### src/rtl/spi_slave.sv
// SPI responder: oversamples SCK/CS_N/MOSI in the clk domain, presents received words on a
// strobe interface and transmits words taken from a one-entry valid/ready holding buffer.
module spi_slave #(
    parameter int unsigned DATA_WIDTH = 8,
    parameter bit          CPOL       = 1'b0,
    parameter bit          CPHA       = 1'b0
) (
    input  logic                  clk,
    input  logic                  rst,
    input  logic                  spi_sck_i,
    input  logic                  spi_cs_n_i,
    input  logic                  spi_mosi_i,
    output logic                  spi_miso_o,
    output logic                  spi_miso_oe_o,
    input  logic [DATA_WIDTH-1:0] tx_data,
    input  logic                  tx_valid,
    output logic                  tx_ready,
    output logic [DATA_WIDTH-1:0] rx_data,
    output logic                  rx_valid,
    output logic                  tx_undr,
    output logic                  busy
);
    localparam int unsigned    CW   = $clog2(DATA_WIDTH);
    localparam logic [CW-1:0]  LAST = CW'(DATA_WIDTH - 1);

    typedef enum logic [1:0] {IDLE, ACTIVE, WAIT_CS} state_e;

    state_e state_q, state_d;

    // [0]=first sync, [1]=second sync, [2]=history for edge detection
    logic [2:0] sck_q, cs_q;
    logic [1:0] mosi_q;

    logic [CW-1:0]         cnt_q;
    logic [DATA_WIDTH-2:0] rx_sr_q;
    logic [DATA_WIDTH-1:0] rx_data_q, tx_q, buf_q;
    logic                  rx_valid_q, tx_undr_q, buf_full_q;

    logic sck_edge, leading, trailing, sample_edge, shift_edge;
    logic cs_fall, cs_low;
    logic active, load_en, shift_en, sample_en;

    always_ff @(posedge clk or posedge rst) begin
        if (rst) begin
            sck_q  <= {3{CPOL}};
            cs_q   <= '0;
            mosi_q <= '0;
        end else begin
            sck_q  <= {sck_q[1:0], spi_sck_i};
            cs_q   <= {cs_q[1:0], spi_cs_n_i};
            mosi_q <= {mosi_q[0], spi_mosi_i};
        end
    end

    assign sck_edge    = sck_q[1] ^ sck_q[2];
    assign leading     = sck_edge & (sck_q[1] != CPOL);
    assign trailing    = sck_edge & (sck_q[1] == CPOL);
    assign sample_edge = CPHA ? trailing : leading;
    assign shift_edge  = CPHA ? leading : trailing;
    assign cs_fall     = ~cs_q[1] & cs_q[2];
    assign cs_low      = ~cs_q[1];

    always_ff @(posedge clk or posedge rst) begin
        if (rst) state_q <= IDLE;
        else     state_q <= state_d;
    end

    // CS already low with no falling edge seen can only mean we woke up mid-frame
    always_comb begin
        state_d = state_q;
        case (state_q)
            IDLE:    if (cs_fall)      state_d = ACTIVE;
                     else if (cs_low)  state_d = WAIT_CS;
            ACTIVE:  if (!cs_low)      state_d = IDLE;
            WAIT_CS: if (!cs_low)      state_d = IDLE;
            default:                   state_d = IDLE;
        endcase
    end

    always_comb begin
        active    = (state_q == ACTIVE);
        load_en   = 1'b0;
        shift_en  = 1'b0;
        sample_en = 1'b0;
        if (state_q == IDLE) begin
            load_en = cs_fall & ~CPHA;
        end else if (active && cs_low) begin
            sample_en = sample_edge;
            load_en   = shift_edge & (cnt_q == '0);
            shift_en  = shift_edge & (cnt_q != '0);
        end
    end

    always_ff @(posedge clk or posedge rst) begin
        if (rst) begin
            cnt_q      <= '0;
            rx_sr_q    <= '0;
            rx_data_q  <= '0;
            rx_valid_q <= 1'b0;
            tx_q       <= '0;
            tx_undr_q  <= 1'b0;
            buf_q      <= '0;
            buf_full_q <= 1'b0;
        end else begin
            rx_valid_q <= 1'b0;
            tx_undr_q  <= 1'b0;

            if (!active || !cs_low)
                cnt_q <= '0;
            else if (sample_en)
                cnt_q <= (cnt_q == LAST) ? '0 : cnt_q + 1'b1;

            if (sample_en) begin
                rx_sr_q <= {rx_sr_q[DATA_WIDTH-3:0], mosi_q[1]};
                if (cnt_q == LAST) begin
                    rx_data_q  <= {rx_sr_q, mosi_q[1]};
                    rx_valid_q <= 1'b1;
                end
            end

            if (load_en) begin
                if (buf_full_q) begin
                    tx_q <= buf_q;
                end else begin
                    tx_q      <= '0;
                    tx_undr_q <= 1'b1;
                end
            end else if (shift_en) begin
                tx_q <= tx_q << 1;
            end else if (active && !cs_low) begin
                tx_q <= '0;
            end

            // a write racing an underrun load is kept for the next load, never bypassed
            if (load_en && buf_full_q) begin
                buf_full_q <= 1'b0;
            end else if (tx_valid && !buf_full_q) begin
                buf_q      <= tx_data;
                buf_full_q <= 1'b1;
            end
        end
    end

    assign spi_miso_o    = active & tx_q[DATA_WIDTH-1];
    assign spi_miso_oe_o = active;
    assign busy          = active;
    assign tx_ready      = ~buf_full_q;
    assign rx_data       = rx_data_q;
    assign rx_valid      = rx_valid_q;
    assign tx_undr       = tx_undr_q;
endmodule

### config.mk
export PLATFORM = sky130hd
export DESIGN_NAME = spi_slave
export DESIGN_NICKNAME = d
export VERILOG_FILES = /design/src/rtl/spi_slave.sv
export SDC_FILE = /design/constraint.sdc
export NUM_CORES = 1
export LEC_CHECK = 0
export ABC_AREA = 0
export CAP_MARGIN = 20
export CELL_PAD_IN_SITES_DETAIL_PLACEMENT = 1
export CELL_PAD_IN_SITES_GLOBAL_PLACEMENT = 1
export CORE_UTILIZATION = 45
export DETAILED_ROUTE_END_ITERATION = 10
export PLACE_DENSITY_LB_ADDON = 0.1
export SYNTH_ARGS = -nofsm -noshare
export SYNTH_HDL_FRONTEND = slang
export SYNTH_SLANG_ARGS = --single-unit
### constraint.sdc
create_clock -name clk -period 4.81 [get_ports clk]
set_input_delay 1.2025 -clock clk [delete_from_list [all_inputs] [get_ports clk]]
set_output_delay 1.2025 -clock clk [all_outputs]
set_load 0.01 [all_outputs]
* Yosys cells after proc, flatten, opt, wreduce, memory -nomap -nowiden *
Index checks and enable logic that the tools add are counted.

storage, ports and cells
  input port bits = 14
  logic and storage cells = 69
  flip-flop bits (word level) = 47
  output and inout port bits = 14

cells by class
  add/subtract/negate cells = 1
  multiplexer cells = 23
  bitwise gates (word level) = 11
  eq/ne operators = 5
  reductions and logical operators = 17

operator list
  cell                                                                      count
  8-bit two-way mux                                                         4
  1-bit two-way mux                                                         12
  3-bit two-way mux                                                         3
  1-bit bitwise AND                                                         6
  2-bit two-way mux                                                         3
  2-bit AND reduction                                                       3
  3-bit nonzero test                                                        2
  1-bit logical AND                                                         4
  1-bit inverter                                                            4
  2-bit case mux with 2 select lines                                        1
  2-bit nonzero test                                                        2
  3-bit by 1-bit adder with 3-bit output (second input constant)            1
  3-bit == test (second input constant)                                     1
  3-bit logical NOT                                                         1
  3-bit inequality test (second input constant)                             1
  2-bit by 1-bit == test with 1-bit output (second input constant)          1
  2-bit == test (second input constant)                                     1
  1-bit logical NOT                                                         2
  2-bit logical NOT                                                         1
  2-bit by 1-bit inequality test with 1-bit output (second input constant)  1
  2-bit OR reduction                                                        1
  1-bit logical OR                                                          1
  1-bit bitwise XOR                                                         1

* Longest topological paths before layout *
Gate-level depths: netlist of run 1.

  depth after elaboration = 8
  depth in mapped cells = 7
  gate-level depth less buffers = 6

* Worst setup path after synthesis of run 1 *
Ideal clock, no wire load.

  kind = input to register
  from = input tx_valid
  to = register buf_q[0]
  data arrival time = 1.967 ns
  library setup time = 0.125 ns
  data required time = 4.685 ns
  cell stages on the path = 3
  path buffers = 1
  setup slack = 2.718 ns
  path through = nor2b_1 -> clkbuf_1 -> mux2_2

on the way
  cells in the longest elaborated chain, start to end = 2

ends and longest elaborated chain
  what                           RTL line  RTL
  from (decl)                    16        input logic tx_valid,
  1-bit logical AND              137       end else if (tx_valid && !buf_full_q) begin
  2-bit AND reduction (no line)  -
  to (signal assigned)           138       buf_q <= tx_data;
  to (decl)                      36        logic [DATA_WIDTH-1:0] rx_data_q, tx_q, buf_q;

No other way between the ends.
A chain may end at the register's enable or synchronous reset.

* Final worst setup path of run 1 *
  from = register state_q[1]
  to = output spi_miso_o

on the way
  cells in the longest elaborated chain, start to end = 2

ends and longest elaborated chain
  what                                      RTL line  RTL
  from (decl)                               28        state_e state_q, state_d;
  from (signal assigned)                    65        else state_q <= state_d;
  2-bit by 1-bit == test with 1-bit output  81        active = (state_q == ACTIVE);
  1-bit bitwise AND                         144       assign spi_miso_o = active & tx_q[DATA_WIDTH-1];
  to (decl)                                 13        output logic spi_miso_o,

No other way between the ends.

==> flow_metrics.tcl, run 1 <==
set metrics [dict create \
    worstPathCellList "inv_1, ha_1, and2_1, clkdlybuf4s50_1" \
    drv_cap 0 \
    seq_area_frac_synth_pct 59.9 \
    max_slew.worst_pin.slew_ns 0.704 \
    crit_buf_inv 2 \
    setup_viol 0 \
    async_reset_ff_share_pct 100 \
    critPathArrivalTime_ns 1.74 \
    final_util_pct 57.6 \
    critical-path-top-delay-family "buffers and inverters" \
    grt_remaining_overflow 0 \
    routed_wl_um 3780 \
    post-cts-setup-buffer-count 0 \
    hp-class "reg2reg" \
    grt_use_total_pct 19.3 \
    fin_area_sq_um 2350 \
    finClkSkew_ns 0.00946 \
    gp_congestion 0.777 \
    dr.first_iter.drc_count 80 \
    hold_viol 0 \
    max-vdd-ir-drop_mv 0.207 \
    cts-resized-gates 0 \
    grt_pass1_vias 1334 \
    avgSynthCellArea_sq_um 13.3 \
    post_drt_wl_per_cell_um 16.7 \
    final-instance-count-excl-fill 226 \
    synth-warning-count 0 \
    placement_rows 23 \
    fin_setup_tns_ns 0 \
    placedCellCount 218 \
    relSlewSlack_pct 53.0 \
    ys_types 28 \
    cts_tree "done" \
    antenna_cells 0 \
    die_area_sq_um 4630 \
    num-nets-final 194 \
    syn_inst 147 \
    clockBufferDepth 2 \
    r2r-start "state_q[1]$_DFFE_PP0P_" \
    core_area_sq_um 4090 \
    die_height_um 68.0 \
    syn_nets 166 \
    drv_slew 0 \
    cp_slowest_cell "clkdlybuf4s50_1" \
    status "complete, no violations" \
    area_delta_synth_final_pct 20.0 \
    viasPerCell 5.28 \
    yosysMostFrequentCell "dfrtp_1" \
    dieWidth_um 68.0 \
    p_per_area_nw_per_um2 460 \
    grt_pass1_wl_um 6320 \
    drive_gt1_share_pct 19.3 \
    fin_crit_sh_pct 61.1 \
    start_util_pct 48.0 \
    clock_sinks 47 \
    yosys-top-cells-count "47 x dfrtp_1, 15 x mux2_2, 10 x inv_1, 10 x nor2_1" \
    synth_ff_type "dfrtp_1" \
    min_period_ns 2.94 \
    cp-start-kind "flop" \
    yosys_register_bits 47 \
    synth_top_area_share_pct 59.9 \
    fin_total_pwr_mw 1.08 \
    synth-edff-count 0 \
    htreeDepth 2 \
    required_ns 3.61 \
    worstHoldStart "cs_q[0]$_DFF_PP0_" \
    clkTransAtPathRegs_ns 0.09 \
    crit_fanout 7 \
    cts_hold_buf 0 \
    dp_hpwl_um 2700 \
    max_freq_ghz 0.340 \
    dr.pass1.iters 4 \
    synth_area_leaders "dfrtp_1 60%, mux2_2 8.6%, mux2_4 6.1%" \
    grt_max_degree 48 \
    clock-root-buffer "clkbuf_8" \
    numCtsBuffers 5 \
    clk_latency_ns 0.30 \
    synth_area_sq_um 1960 \
    rsz0062_at_grt "false" \
    synth_top_area_cell "dfrtp_1" \
    cp-startpoint "state_q[1]$_DFFE_PP0P_" \
    dr_total_vias 1193 \
    critical-path-max-stage-delay_ns 0.52 \
    post_dp_cell_area_sq_um 2250 \
    p_leak_nw 1.09 \
    ant_nets 0 \
    route.detailed.drc 0 \
    cp-end-kind "output pin" \
    ios 28 \
    io_buffers 27 \
    antenna_found_initial 0 \
    worstSetupPathType "reg2out" \
]
==> per-layer routing <==
layer / part of all wire [%] / wire length, um / GRT usage, %
met5: 0 / 0 / 0
met4: 1.5 / 58 / 7.03
met3: 3.6 / 137 / 5.33
met2: 50 / 1900 / 31.7
met1: 45 / 1690 / 24.2
==> cell type report <==
class                           instances  area (sq um)
Fill cell                             412          1730
Sequential cell                        47          1180
Multi-Input combinational cell         83           701
Timing Repair Buffer                   28           278
Clock buffer                            8           100
Tap cell                               50          62.6
Inverter                               10          37.5
==> flip-flops by register name, indices dropped and copies added, names as in the netlist, 2 cells and up <==
name     count
buf_q        8
rx_data      8
tx_q         8
rx_sr_q      7
cnt_q        3
cs_q         3
sck_q        3
mosi_q       2
state_q      2
==> worst paths after layout <==
path	to	slack, ns	depth (start not counted)
worst max-delay path	spi_miso_o	1.87	4
worst min-delay path	cs_q[1]$_DFF_PP0_	0.36	0
worst max register to register	rx_data[6]$_DFFE_PP0P_	2.41	6
worst min register to register	cs_q[1]$_DFF_PP0_	0.36	0
max in group asynchronous	rx_sr_q[0]$_DFFE_PP0P_	3.06	3
min in group asynchronous	tx_q[1]$_DFFE_PP0P_	1.35	3
==> power breakdown <==
part           internal (mW)  switching, mW
Combinational          0.140          0.146
Sequential             0.485         0.0568
Clock                  0.131          0.125
Total                  0.756          0.328
==> worst register-to-register path: cells and delay by family, from the launching register on <==
| family | cells | cell delay (ns) |
|---|---|---|
| adder cells (fa/ha/maj) | 1 | 0.29 |
| buffers and inverters | 1 | 0.09 |
| flip-flops | 1 | 0.37 |
| multiplexers | 1 | 0.38 |
| AND/OR/NAND/NOR | 3 | 1.15 |
==> kinds of logic after synthesis <==
| family | count (synthesis) | share of synthesized area, % |
|---|---|---|
| DFF | 47 | 59.9 |
| and+or+nand+nor | 29 | 8.74 |
| AOI/OAI and AO/OA | 25 | 8.55 |
| muxes | 24 | 15.2 |
| buffers and inverters | 17 | 4.34 |
| adders and majority gates | 5 | 3.19 |
==> cell usage in the layout, fill, tap and decap left out <==
| cell | synthesis | layout |
|---|---|---|
| dfrtp_1 | 47 | 47 |
| buf_4 | 1 | 1 |
| a21oi_1 | 8 | 8 |
| ha_1 | 5 | 5 |
| clkdlybuf4s50_1 | 0 | 27 |
| clkbuf_8 | 0 | 7 |
| nand3b_2 | 1 | 1 |
| or4b_2 | 1 | 1 |
| a31oi_1 | 1 | 1 |
| and3b_1 | 2 | 2 |
| mux2_2 | 15 | 15 |
| nand2_1 | 2 | 2 |
| a221o_1 | 1 | 1 |
| mux2i_1 | 1 | 1 |
| mux2_4 | 8 | 8 |
| nor2_1 | 10 | 10 |
| nand3_1 | 5 | 5 |
| a32o_1 | 1 | 1 |
| nor3b_4 | 1 | 1 |
| nor2b_1 | 5 | 5 |
| a32oi_1 | 7 | 7 |
| clkbuf_1 | 2 | 1 |
| o21ai_0 | 5 | 5 |
| or2_1 | 1 | 1 |
| a21o_1 | 1 | 1 |
| and2_1 | 1 | 1 |
| o31ai_1 | 1 | 1 |
| clkinv_1 | 0 | 1 |
| inv_1 | 10 | 9 |
==> through the flow <==
stage	hold slack, ns	setup slack (ns)
after floorplan	0.331	2.49
after global placement	0.333	2.07
after detailed placement	0.343	1.98
after CTS	0.365	1.85
after global routing	0.374	1.77
final	0.363	1.87
No activity file was read; power rests on OpenSTA's default activity.
==> run 2, diff against run 1 <==
Settings changed: CORE_UTILIZATION 45 to 43.
Clock period 4.81 ns to 3 ns, I/O delays scaled along.
==> flow_metrics.tcl, run 2 (synthesis results as in run 1) <==
set metrics [dict create \
    status "complete, no violations" \
    critPathArrivalTime_ns 1.75 \
    gp_congestion 0.755 \
    worstPathCellList "inv_1, ha_1, and2_1, clkdlybuf4s50_1" \
    antenna_cells 0 \
    place_ws_ns 0.732 \
    grt_max_degree 29 \
    p_per_area_nw_per_um2 742 \
    start_util_pct 44.7 \
    final.setup.worst_slack_ns 0.503 \
    numCtsBuffers 5 \
    cp_slowest_cell "clkdlybuf4s50_1" \
    grt_pass1_vias 1383 \
    relSlewSlack_pct 63.9 \
    max_freq_ghz 0.401 \
    num-nets-final 198 \
    hp-class "reg2reg" \
    area_delta_synth_final_pct 23.3 \
    ant_nets 0 \
    worstSetupPathType "reg2out" \
    drv_slew 0 \
    cts-resized-gates 0 \
    grt_use_total_pct 17.3 \
    ios 28 \
    grt_pass1_wl_um 6550 \
    max_slew.worst_pin.slew_ns 0.542 \
    max-vdd-ir-drop_mv 0.311 \
    routed_wl_um 3730 \
    min_period_ns 2.50 \
    die_height_um 69.5 \
    drive_gt1_share_pct 21.7 \
    rsz0062_at_grt "false" \
    drv_cap 0 \
    dp_hpwl_um 2720 \
    dieWidth_um 69.5 \
    clk_latency_ns 0.30 \
    cp-start-kind "flop" \
    clock_sinks 47 \
    post_drt_wl_per_cell_um 16.1 \
    route.detailed.drc 0 \
    clock-root-buffer "clkbuf_8" \
    final_cell_mix "47 x dfrtp_1, 27 x clkdlybuf4s50_1, 15 x mux2_2" \
    clkTransAtPathRegs_ns 0.08 \
    required_ns 2.25 \
    mostFrequentLayoutCell "dfrtp_1" \
    p_leak_nw 1.12 \
    core_area_sq_um 4380 \
    cp-end-kind "output pin" \
    placement_rows 24 \
    post-cts-setup-buffer-count 0 \
    fin_crit_sh_pct 83.2 \
    grt_remaining_overflow 0 \
    fill_cells 447 \
    io_buffers 27 \
    cts_tree "done" \
    dr_total_vias 1209 \
    holdWs_ns 0.355 \
    dr.pass1.iters 4 \
    die_area_sq_um 4840 \
    clockBufferDepth 2 \
    antenna_found_initial 0 \
    fin_setup_tns_ns 0 \
    viasPerCell 5.21 \
    cts_hold_buf 0 \
    finClkSkew_ns 0.00573 \
    critical-path-max-stage-delay_ns 0.53 \
    hold_viol 0 \
    crit_fanout 7 \
    setup_viol 0 \
    htreeDepth 2 \
    dr.first_iter.drc_count 53 \
]
## run 2: worst paths after layout
path,from,to,slack (ns),cells after the start
setup reg to reg,state_q[1]$_DFFE_PP0P_,rx_data[4]$_DFFE_PP0P_,0.75,7
hold reg to reg,sck_q[0]$_DFF_PP0_,sck_q[1]$_DFF_PP0_,0.36,0
max in group asynchronous,rst,tx_q[1]$_DFFE_PP0P_,1.76,4
setup / recovery,state_q[1]$_DFFE_PP0P_,spi_miso_o,0.50,4
hold / removal,sck_q[0]$_DFF_PP0_,sck_q[1]$_DFF_PP0_,0.36,0
min in group asynchronous,rst,rx_data[1]$_DFFE_PP0P_,0.65,2
## run 2: power breakdown
part           internal (mW)  leakage [nW]  total (mW)  switching [mW]
registers              0.777         0.600       0.868          0.0912
clock network          0.248        0.0581       0.460           0.212
logic                  0.234         0.462       0.466           0.232
total                   1.26          1.12        1.79           0.536
## run 2: area by class of cell
class,instances,area (sq um),share of cell area (%)
tap,52,65.1,2.69
clock buffer,5,68.8,2.84
timing repair buffer,32,328,13.5
clock inverter,3,43.8,1.81
multi-input combinational,83,701,29.0
sequential,47,1180,48.6
inverter,10,37.5,1.55
## run 2: worst max-delay path: cells and delay by family (launching register included)
kind / cells / cell delay, ns
buf+inv: 2 / 0.62
flops: 1 / 0.37
fa+ha+maj: 1 / 0.29
simple gates: 1 / 0.17
## run 2: per-layer routing
| layer | global-route usage [%] | part of all wire, % | vias up |
|---|---|---|---|
| met2 | 29.6 | 50 | 22 |
| met4 | 7.03 | 1.7 | 0 |
| met5 | 0 | 0 | - |
| met3 | 4.36 | 3.5 | 7 |
| met1 | 20.9 | 45 | 599 |
| li1 | - | - | 581 |
## run 2: through the flow
step	area (sq um)	util [%]	total power, mW	std cells
after floorplan	1960	-	1.18	147
after global placement	2280	52.0	1.31	223
after detailed placement	2280	52.0	1.35	223
after CTS	2390	54.6	1.82	231
after global routing	2420	55.2	1.90	232
final	2420	55.2	1.79	232
